### config.mk
export PLATFORM = sky130hd
export DESIGN_NAME = sa_wdata_channel
export DESIGN_NICKNAME = d
export VERILOG_FILES = /design/src/rtl/sa_wdata_pkg.sv /design/src/rtl/sa_wdata_order_fifo.sv /design/src/rtl/sa_wdata_channel.sv
export SDC_FILE = /design/constraint.sdc
export NUM_CORES = 1
export LEC_CHECK = 0
export ABC_CLOCK_PERIOD_IN_PS = 6780
export CAP_MARGIN = 20
export CELL_PAD_IN_SITES_DETAIL_PLACEMENT = 0
export CELL_PAD_IN_SITES_GLOBAL_PLACEMENT = 1
export CORE_MARGIN = 2
export CORE_UTILIZATION = 24
export DETAILED_ROUTE_END_ITERATION = 8
export PLACE_DENSITY = 0.94
export SLEW_MARGIN = 30
export SYNTH_ARGS = -nofsm -noshare
export SYNTH_HDL_FRONTEND = slang
export SYNTH_HIERARCHICAL = 1
export SYNTH_SLANG_ARGS = --single-unit
### constraint.sdc
create_clock -name ACLK -period 6.78 [get_ports ACLK]
set_clock_uncertainty 0.05 [all_clocks]
set_input_delay 1.695 -clock ACLK [delete_from_list [all_inputs] [get_ports ACLK]]
set_output_delay 1.695 -clock ACLK [all_outputs]
set_load 0.03 [all_outputs]
### src/rtl/sa_wdata_pkg.sv
// Shared definitions for the slave-side W channel: FSM state encoding and
// the master-index width helper.
package sa_wdata_pkg;

  // IDLE: no AW grant is waiting for its W burst. FWD: the order FIFO head
  // names the master whose burst is being forwarded.
  typedef enum logic {
    ST_IDLE = 1'b0,
    ST_FWD  = 1'b1
  } state_e;

  // Width needed to index mst_amt masters; never less than one bit.
  function automatic int mst_id_width(input int mst_amt);
    return (mst_amt > 1) ? $clog2(mst_amt) : 1;
  endfunction

endpackage

### src/rtl/sa_wdata_order_fifo.sv
// Order FIFO holding the master index of every AW grant whose W burst has
// not yet been fully forwarded. DEPTH must be a power of two.
module sa_wdata_order_fifo #(
  parameter  int WIDTH = 1,
  parameter  int DEPTH = 4,
  localparam int PTR_W = $clog2(DEPTH),
  localparam int CNT_W = PTR_W + 1
) (
  input  logic             clk,
  input  logic             rst_n,
  input  logic             push_i,
  input  logic [WIDTH-1:0] push_data_i,
  input  logic             pop_i,
  output logic [WIDTH-1:0] head_o,
  output logic             full_o,
  output logic             empty_o,
  output logic [CNT_W-1:0] count_o
);

  logic [WIDTH-1:0] mem_q [DEPTH];
  logic [PTR_W-1:0] wr_ptr_q, rd_ptr_q;
  logic [CNT_W-1:0] count_q;
  logic             push_ok, pop_ok;

  // A push while full or a pop while empty is dropped.
  assign push_ok = push_i & ~full_o;
  assign pop_ok  = pop_i & ~empty_o;

  assign full_o  = (count_q == CNT_W'(DEPTH));
  assign empty_o = (count_q == '0);
  assign count_o = count_q;
  assign head_o  = mem_q[rd_ptr_q];

  // Storage write.
  // NOTE: the storage array has no reset; the count gates every read, so
  // stale entries are never observed and the array maps onto plain flops/RAM.
  always_ff @(posedge clk) begin
    if (push_ok) mem_q[wr_ptr_q] <= push_data_i;
  end

  // Pointer and occupancy bookkeeping; pointers wrap naturally.
  // NOTE: sequential state uses non-blocking assignments only, so every flop
  // samples pre-edge values regardless of statement order.
  always_ff @(posedge clk or negedge rst_n) begin
    if (!rst_n) begin
      wr_ptr_q <= '0;
      rd_ptr_q <= '0;
      count_q  <= '0;
    end else begin
      if (push_ok) wr_ptr_q <= wr_ptr_q + PTR_W'(1);
      if (pop_ok)  rd_ptr_q <= rd_ptr_q + PTR_W'(1);
      unique case ({push_ok, pop_ok})
        2'b10:   count_q <= count_q + CNT_W'(1);
        2'b01:   count_q <= count_q - CNT_W'(1);
        default: count_q <= count_q;
      endcase
    end
  end

endmodule

### src/rtl/sa_wdata_channel.sv
// Slave-side AXI4 W channel: forwards one master's W burst at a time, in the
// order the AW arbiter granted this slave.
// Optional macro SA_WDATA_OUT_REG_EN: registers the slave-side outputs through
// a 2-entry skid buffer (1-cycle latency, full throughput).
module sa_wdata_channel
  import sa_wdata_pkg::*;
#(
  parameter int MST_AMT     = 2,
  parameter int DATA_WIDTH  = 32,
  parameter int MST_ID_W    = mst_id_width(MST_AMT),
  parameter int ORDER_DEPTH = 4
) (
  input  logic                          ACLK,
  input  logic                          ARESETn,
  input  logic [DATA_WIDTH*MST_AMT-1:0] dsp_WDATA_i,
  input  logic [MST_AMT-1:0]            dsp_WLAST_i,
  input  logic [MST_AMT-1:0]            dsp_WVALID_i,
  input  logic [MST_AMT-1:0]            dsp_WDATA_sel_i,
  output logic [MST_AMT-1:0]            dsp_WREADY_o,
  input  logic [MST_ID_W-1:0]           aw_grant_mst_id_i,
  input  logic                          aw_grant_valid_i,
  output logic                          aw_grant_ready_o,
  output logic [DATA_WIDTH-1:0]         s_WDATA_o,
  output logic                          s_WLAST_o,
  output logic                          s_WVALID_o,
  input  logic                          s_WREADY_i
);

  localparam int CNT_W = $clog2(ORDER_DEPTH) + 1;

  state_e                state_q, state_d;
  logic [MST_ID_W-1:0]   head_id;
  logic                  fifo_full, fifo_empty;
  logic [CNT_W-1:0]      fifo_count;
  logic                  push_ok, pop, fwd, up_ready, eligible, up_accept;
  logic                  h_valid, h_sel, h_last;
  logic [DATA_WIDTH-1:0] h_data;

  assign push_ok          = aw_grant_valid_i & ~fifo_full;
  assign aw_grant_ready_o = ~fifo_full;

  sa_wdata_order_fifo #(
    .WIDTH (MST_ID_W),
    .DEPTH (ORDER_DEPTH)
  ) u_order_fifo (
    .clk         (ACLK),
    .rst_n       (ARESETn),
    .push_i      (push_ok),
    .push_data_i (aw_grant_mst_id_i),
    .pop_i       (pop),
    .head_o      (head_id),
    .full_o      (fifo_full),
    .empty_o     (fifo_empty),
    .count_o     (fifo_count)
  );

  // Select the lanes of the head master; an index with no master selects
  // nothing, so it is never eligible.
  // NOTE: every always_comb output gets a default first so no path leaves it
  // unassigned and no latch is inferred.
  always_comb begin
    h_valid = 1'b0;
    h_sel   = 1'b0;
    h_last  = 1'b0;
    h_data  = '0;
    for (int m = 0; m < MST_AMT; m++) begin
      if (head_id == MST_ID_W'(m)) begin
        h_valid = dsp_WVALID_i[m];
        h_sel   = dsp_WDATA_sel_i[m];
        h_last  = dsp_WLAST_i[m];
        h_data  = dsp_WDATA_i[DATA_WIDTH*m +: DATA_WIDTH];
      end
    end
  end

  assign fwd       = (state_q == ST_FWD);
  assign eligible  = fwd & h_valid & h_sel;
  assign up_accept = eligible & up_ready;
  assign pop       = up_accept & h_last;

  // Next state and per-master ready. The pending push is looked at so a grant
  // is forwardable the cycle after it is taken, and a pop with more grants
  // queued keeps FWD so back-to-back bursts have no bubble.
  always_comb begin
    state_d      = state_q;
    dsp_WREADY_o = '0;
    unique case (state_q)
      ST_IDLE: begin
        if (push_ok || !fifo_empty) state_d = ST_FWD;
      end
      ST_FWD: begin
        for (int m = 0; m < MST_AMT; m++) begin
          if (head_id == MST_ID_W'(m)) dsp_WREADY_o[m] = up_ready & h_sel;
        end
        if (pop && (fifo_count == CNT_W'(1)) && !push_ok) state_d = ST_IDLE;
      end
      default: state_d = ST_IDLE;
    endcase
  end

  // FSM state register.
  always_ff @(posedge ACLK or negedge ARESETn) begin
    if (!ARESETn) state_q <= ST_IDLE;
    else          state_q <= state_d;
  end

`ifdef SA_WDATA_OUT_REG_EN
  // Two-entry skid buffer: upstream ready depends only on occupancy, so there
  // is no combinational path from s_WREADY_i back to the masters.
  logic [DATA_WIDTH:0] skid0_q, skid1_q, in_beat;
  logic [1:0]          skid_cnt_q;
  logic                out_fire;

  assign up_ready   = (skid_cnt_q != 2'd2);
  assign out_fire   = (skid_cnt_q != 2'd0) & s_WREADY_i;
  assign in_beat    = {h_last, h_data};
  assign s_WVALID_o = (skid_cnt_q != 2'd0);
  assign s_WDATA_o  = skid0_q[DATA_WIDTH-1:0];
  assign s_WLAST_o  = skid0_q[DATA_WIDTH];

  // Skid occupancy and data; entry 0 always drives the slave.
  always_ff @(posedge ACLK or negedge ARESETn) begin
    if (!ARESETn) begin
      skid0_q    <= '0;
      skid1_q    <= '0;
      skid_cnt_q <= 2'd0;
    end else begin
      unique case (skid_cnt_q)
        2'd0: begin
          if (up_accept) begin
            skid0_q    <= in_beat;
            skid_cnt_q <= 2'd1;
          end
        end
        2'd1: begin
          if (up_accept && out_fire) begin
            skid0_q <= in_beat;
          end else if (out_fire) begin
            skid_cnt_q <= 2'd0;
          end else if (up_accept) begin
            skid1_q    <= in_beat;
            skid_cnt_q <= 2'd2;
          end
        end
        default: begin
          if (out_fire) begin
            skid0_q    <= skid1_q;
            skid_cnt_q <= 2'd1;
          end
        end
      endcase
    end
  end
`else
  // Purely combinational forwarding of the head master's lanes.
  assign up_ready   = s_WREADY_i;
  assign s_WVALID_o = eligible;
  assign s_WDATA_o  = fwd ? h_data : '0;
  assign s_WLAST_o  = fwd & h_last;
`endif

endmodule

# After elaboration in Yosys (flattened, before gate mapping)
# Memories as Yosys holds them, arrays and structs flattened.
# Index checks and enable logic that the tools add are counted.
op_classes:
  addsub: 4
  mul: 0
  magnitude_cmp: 0
  reduce_logical: 7
  shift: 0
  muxes: 14
  n_bitwise: 12
  n_eq_ne: 4
  div: 0
ops:
  columns: ["cell", "n"]
  rows:
  - ["32-bit two-way mux", 2]
  - ["1-bit bitwise AND", 9]
  - ["1-bit two-way mux", 9]
  - ["3-bit one-hot mux with 2 select lines", 1]
  - ["2-bit by 1-bit adder with 2-bit output (second input constant)", 2]
  - ["3-bit by 1-bit adder with 3-bit output (second input constant)", 1]
  - ["3-bit by 1-bit equality test with 1-bit output (second input constant)", 1]
  - ["3-bit equality test (second input constant)", 1]
  - ["3-bit zero test", 1]
  - ["1-bit inverter", 3]
  - ["3-bit by 1-bit subtractor with 3-bit output (second input constant)", 1]
  - ["2-bit by 1-bit equality test with 1-bit output (second input constant)", 1]
  - ["2-bit equality test (second input constant)", 1]
  - ["1-bit logical AND", 2]
  - ["1-bit zero test", 2]
  - ["2-bit two-way mux", 1]
  - ["1-bit one-hot mux with 2 select lines", 1]
  - ["2-bit nonzero test", 1]
  - ["1-bit logical OR", 1]
word_totals:
  mem_count: 1
  ff_bits: 8
  romBits: 0
  latch_bits: 0
  mem_bits_rw: 4
  out_inout_bits: 37
memory_table:
  columns: ["name", "words", "width", "rd", "rd_ports_with_merged_regs", "wr", "line", "text"]
  rows:
  - ["u_order_fifo.mem_q", 4, 1, 1, 0, 1, "sa_wdata_order_fifo.sv:20", "logic [WIDTH-1:0] mem_q [DEPTH];"]

# Longest topological paths before layout
# An unclocked memory read counts as a cell.
depth:
  word_depth: 10
  mapped_depth: 13
  ltp_nobuf: 12

# By module
# The synthesis kept the hierarchy.
modules_own_cells:
  columns: ["mod", "area_per_inst_um2", "cells_each", "instances", "seq_area_each_um2"]
  rows:
  - ["sa_wdata_channel", 750.7, 94, 1, 25.0]
  - ["sa_wdata_order_fifo", 581.8, 43, 1, 295.3]

# Least setup slack after synthesis
# Ideal clock, no wire load.
synth_timing:
  path_type: "input to output"
  from: "input port dsp_WDATA_sel_i[0]"
  to: "output port dsp_WREADY_o[0]"
  path_stages: 3
  t_required_ns: 5.035
  path_slack_ns: 2.571
  arrival_ns: 2.464
  path_buffers: 0
  cell_sequence: "mux2_4 > and3_4 > nor2b_1"
synth_between:
  elab_chain_len: 4
synth_rtl:
  columns: ["element", "line", "text"]
  rows:
  - ["from (decl)", "sa_wdata_channel.sv:18", "input logic [MST_AMT-1:0] dsp_WDATA_sel_i,"]
  - ["1-bit two-way mux", "sa_wdata_channel.sv:67", "if (head_id == MST_ID_W'(m)) begin"]
  - ["1-bit bitwise AND", "sa_wdata_channel.sv:93", "if (head_id == MST_ID_W'(m)) dsp_WREADY_o[m] = up_ready & h_sel;"]
  - ["1-bit two-way mux", "sa_wdata_channel.sv:93", null]
  - ["2-bit two-way mux", "sa_wdata_channel.sv:87", "unique case (state_q)"]
  - ["to (decl)", "sa_wdata_channel.sv:19", "output logic [MST_AMT-1:0] dsp_WREADY_o,"]
# Every way passes these cells.

# Worst setup path after layout
layout_timing:
  from: "input port dsp_WDATA_sel_i[0]"
  to: "output port dsp_WREADY_o[1]"
# Same word-level chain as after synthesis.

==> results.cfg <==
[logic_synthesis]
yosys.cell_types.count = 31
avgSynthCellArea_um2 = 9.73
syn_nets = 218
netlist_instances = 137
synth_top_area_share_pct = 24.8
async_flop_share_pct = 66.7
synth_area_um2 = 1330
synth_flop_cell = dfrtp_1
synthTopCellsByArea = mux2i_1, nor2b_1, dfrtp_1
synth_largest_area_cell = mux2i_1
synth_edf_count = 4
ys_seq_area_share_pct = 24.0
synth_warnings = 6
ys_ff_latch = 12

[run]
cap_violations = 0

[timing]
fmax_ghz = 0.197
min_period_over_period_pct = 74.9
period_needed_ps = 5080
hold_viol_final = 0
final.setup.tns_ps = 0
tightest_slew_ps = 533
fin_ws_ps = 1700
drv_slew = 0
rsz0062_at_grt = false
setup_violations = 0
slew-limit-headroom_pct = 64.4

[clocking]
clk_latency_ps = 240
ctsResizeCount = 0
post_cts_buffers = 0
cts_htree_levels = 1
cts_sinks = 12
clockBufferDepth = 2
cts-root-buf = clkbuf_8
path_clk_slew_ps = 50
cts_tree = done
cts_buffers = 3
cts_hold_buf = 0

[outcome]
status = finished, final reports clean

[layout]
multi_input_area_um2 = 920
final_cell_mix = clkdlybuf4s50_1, nor2b_1, mux2i_1
final.fill_count = 531
synthToLayoutAreaGrowth_pct = 90.2
fin_nets = 326
drive_gt1_share_pct = 6.56
final_common_cell = clkdlybuf4s50_1
seqCellArea_um2 = 322
stdcell_area_um2 = 2530
antenna_cells = 0

[grt]
grt_usage_pct = 12.2
antenna_found_initial = 0
grt_overflow = 0
grt_pass1_wl_mm = 6.17
grt_max_degree = 39
grt_pass1_vias = 1287

[floorplanning]
rows = 27
start_util_pct = 24.5
die_y_um = 78.5
ios = 112
die_w_um = 78.5
core_um2 = 5440
die-area_um2 = 6160

[power_and_ir_drop]
ir_drop_v = 0.000186
seq_power_share_pct = 14.9
p_switching_w = 0.000423
pwr-share-clk_pct = 8.4
internal-power_w = 0.000490
swShare_pct = 46.4
cellPowerDensity_nw_per_um2 = 360
p_leak_nw = 1.05
combPwrFrac_pct = 76.7

[placement]
io_buffers = 111
gp_congestion = 0.759
postPlaceCellArea_um2 = 2480
hpwl_mm = 3.29
place_ws_ps = 1700

[setup_path]
crit_type = primary input to primary output
critPathCaptureType = primary output
crit_arrival_ps = 3330
crit_fanout = 3
startpoint_type = primary input
cp.required_ps = 5040

[detailed_routing]
vias = 1337
vias_per_cell = 4.23
final_antenna_net_count = 0
routed_wl_mm = 3.98
wl_per_cell_um = 12.6
firstDrtPassIters = 4
drt_iter0_drc = 26
drc = 0

[hold_path]
hold_path_class = register to register
-- synth_stat cells, types with 3 or more instances --
cell and instances:
clkbuf_1 3, ha_1 5, dfrtp_1 8, inv_1 8
and2_1 4, nand2_1 5, mux2i_1 33, edfxtp_1 4
nor2b_1 34, buf_6 3, xnor2_1 3, xor2_1 3
-- cell type report --
type / count / area share (%)
inverter: 8 / 1.18
timing repair buffer: 112 / 44.1
multi-input combinational: 108 / 36.3
sequential: 12 / 12.7
tap: 72 / 3.55
clock buffer: 4 / 2.17
-- state kept, by name (all words and copies together), names as in the netlist --
signal / cells
u_order_fifo/count_o: 3
u_order_fifo/wr_ptr_q: 2
u_order_fifo/mem_q: 4
fwd: 1
u_order_fifo/rd_ptr_q: 2
-- critical path, cell delays in order --
cell and delay, ps:
clkdlybuf4s50_1 430, mux2_4 290, and3_4 190, and2_1 140, clkdlybuf4s50_1 580
-- per-layer routing --
metal  GRT usage, %  part of all wire [%]
met1           15.5                    44
met5              0                     0
met3           2.30                   7.9
met4           2.11                  0.43
met2           21.5                    47
-- cell families after synthesis --
kind of cell,synth area share [%]
compound gates,2.72
simple gates,27.4
flops,24.0
buf+inv,6.95
fa+ha+maj,6.20
xor+xnor,3.94
mux,28.7
-- per-stage QoR --
stage / total power [W] / std cells / hold WS, ps / utilization, %
after global placement: 0.000835 / 312 / 426 / 45.6
after CTS: 0.000925 / 316 / 476 / 46.6
after detailed placement: 0.000846 / 312 / 468 / 45.6
final: 0.000913 / 316 / 472 / 46.6
after floorplan: 0.000614 / 137 / 403 / -
after global routing: 0.000972 / 316 / 496 / 46.6
-- power by group through the flow --
stage               Sequential (W)  Clock [W]  Combinational, W
floorplan                 0.000128          0          0.000485
detailed placement        0.000138          0          0.000708
global placement          0.000136          0          0.000699
CTS                       0.000137  0.0000780          0.000711
global route              0.000140  0.0000825          0.000750
finish                    0.000136  0.0000764          0.000701
-- worst paths after layout --
check / to / cells after the start / startpoint / slack, ps
min in group asynchronous: u_order_fifo/wr_ptr_q[0] / 1 / ARESETn / 1680
max reg2reg: u_order_fifo/count_o[2] / 12 / u_order_fifo/rd_ptr_q[0] / 3450
min: u_order_fifo/rd_ptr_q[1] / 1 / u_order_fifo/rd_ptr_q[1] / 470
max: dsp_WREADY_o[1] / 5 / dsp_WDATA_sel_i[0] / 1700
min reg2reg: u_order_fifo/rd_ptr_q[1] / 1 / u_order_fifo/rd_ptr_q[1] / 470
max in group asynchronous: fwd / 1 / ARESETn / 4720
Note: power is estimated with default switching activity, not from simulation.
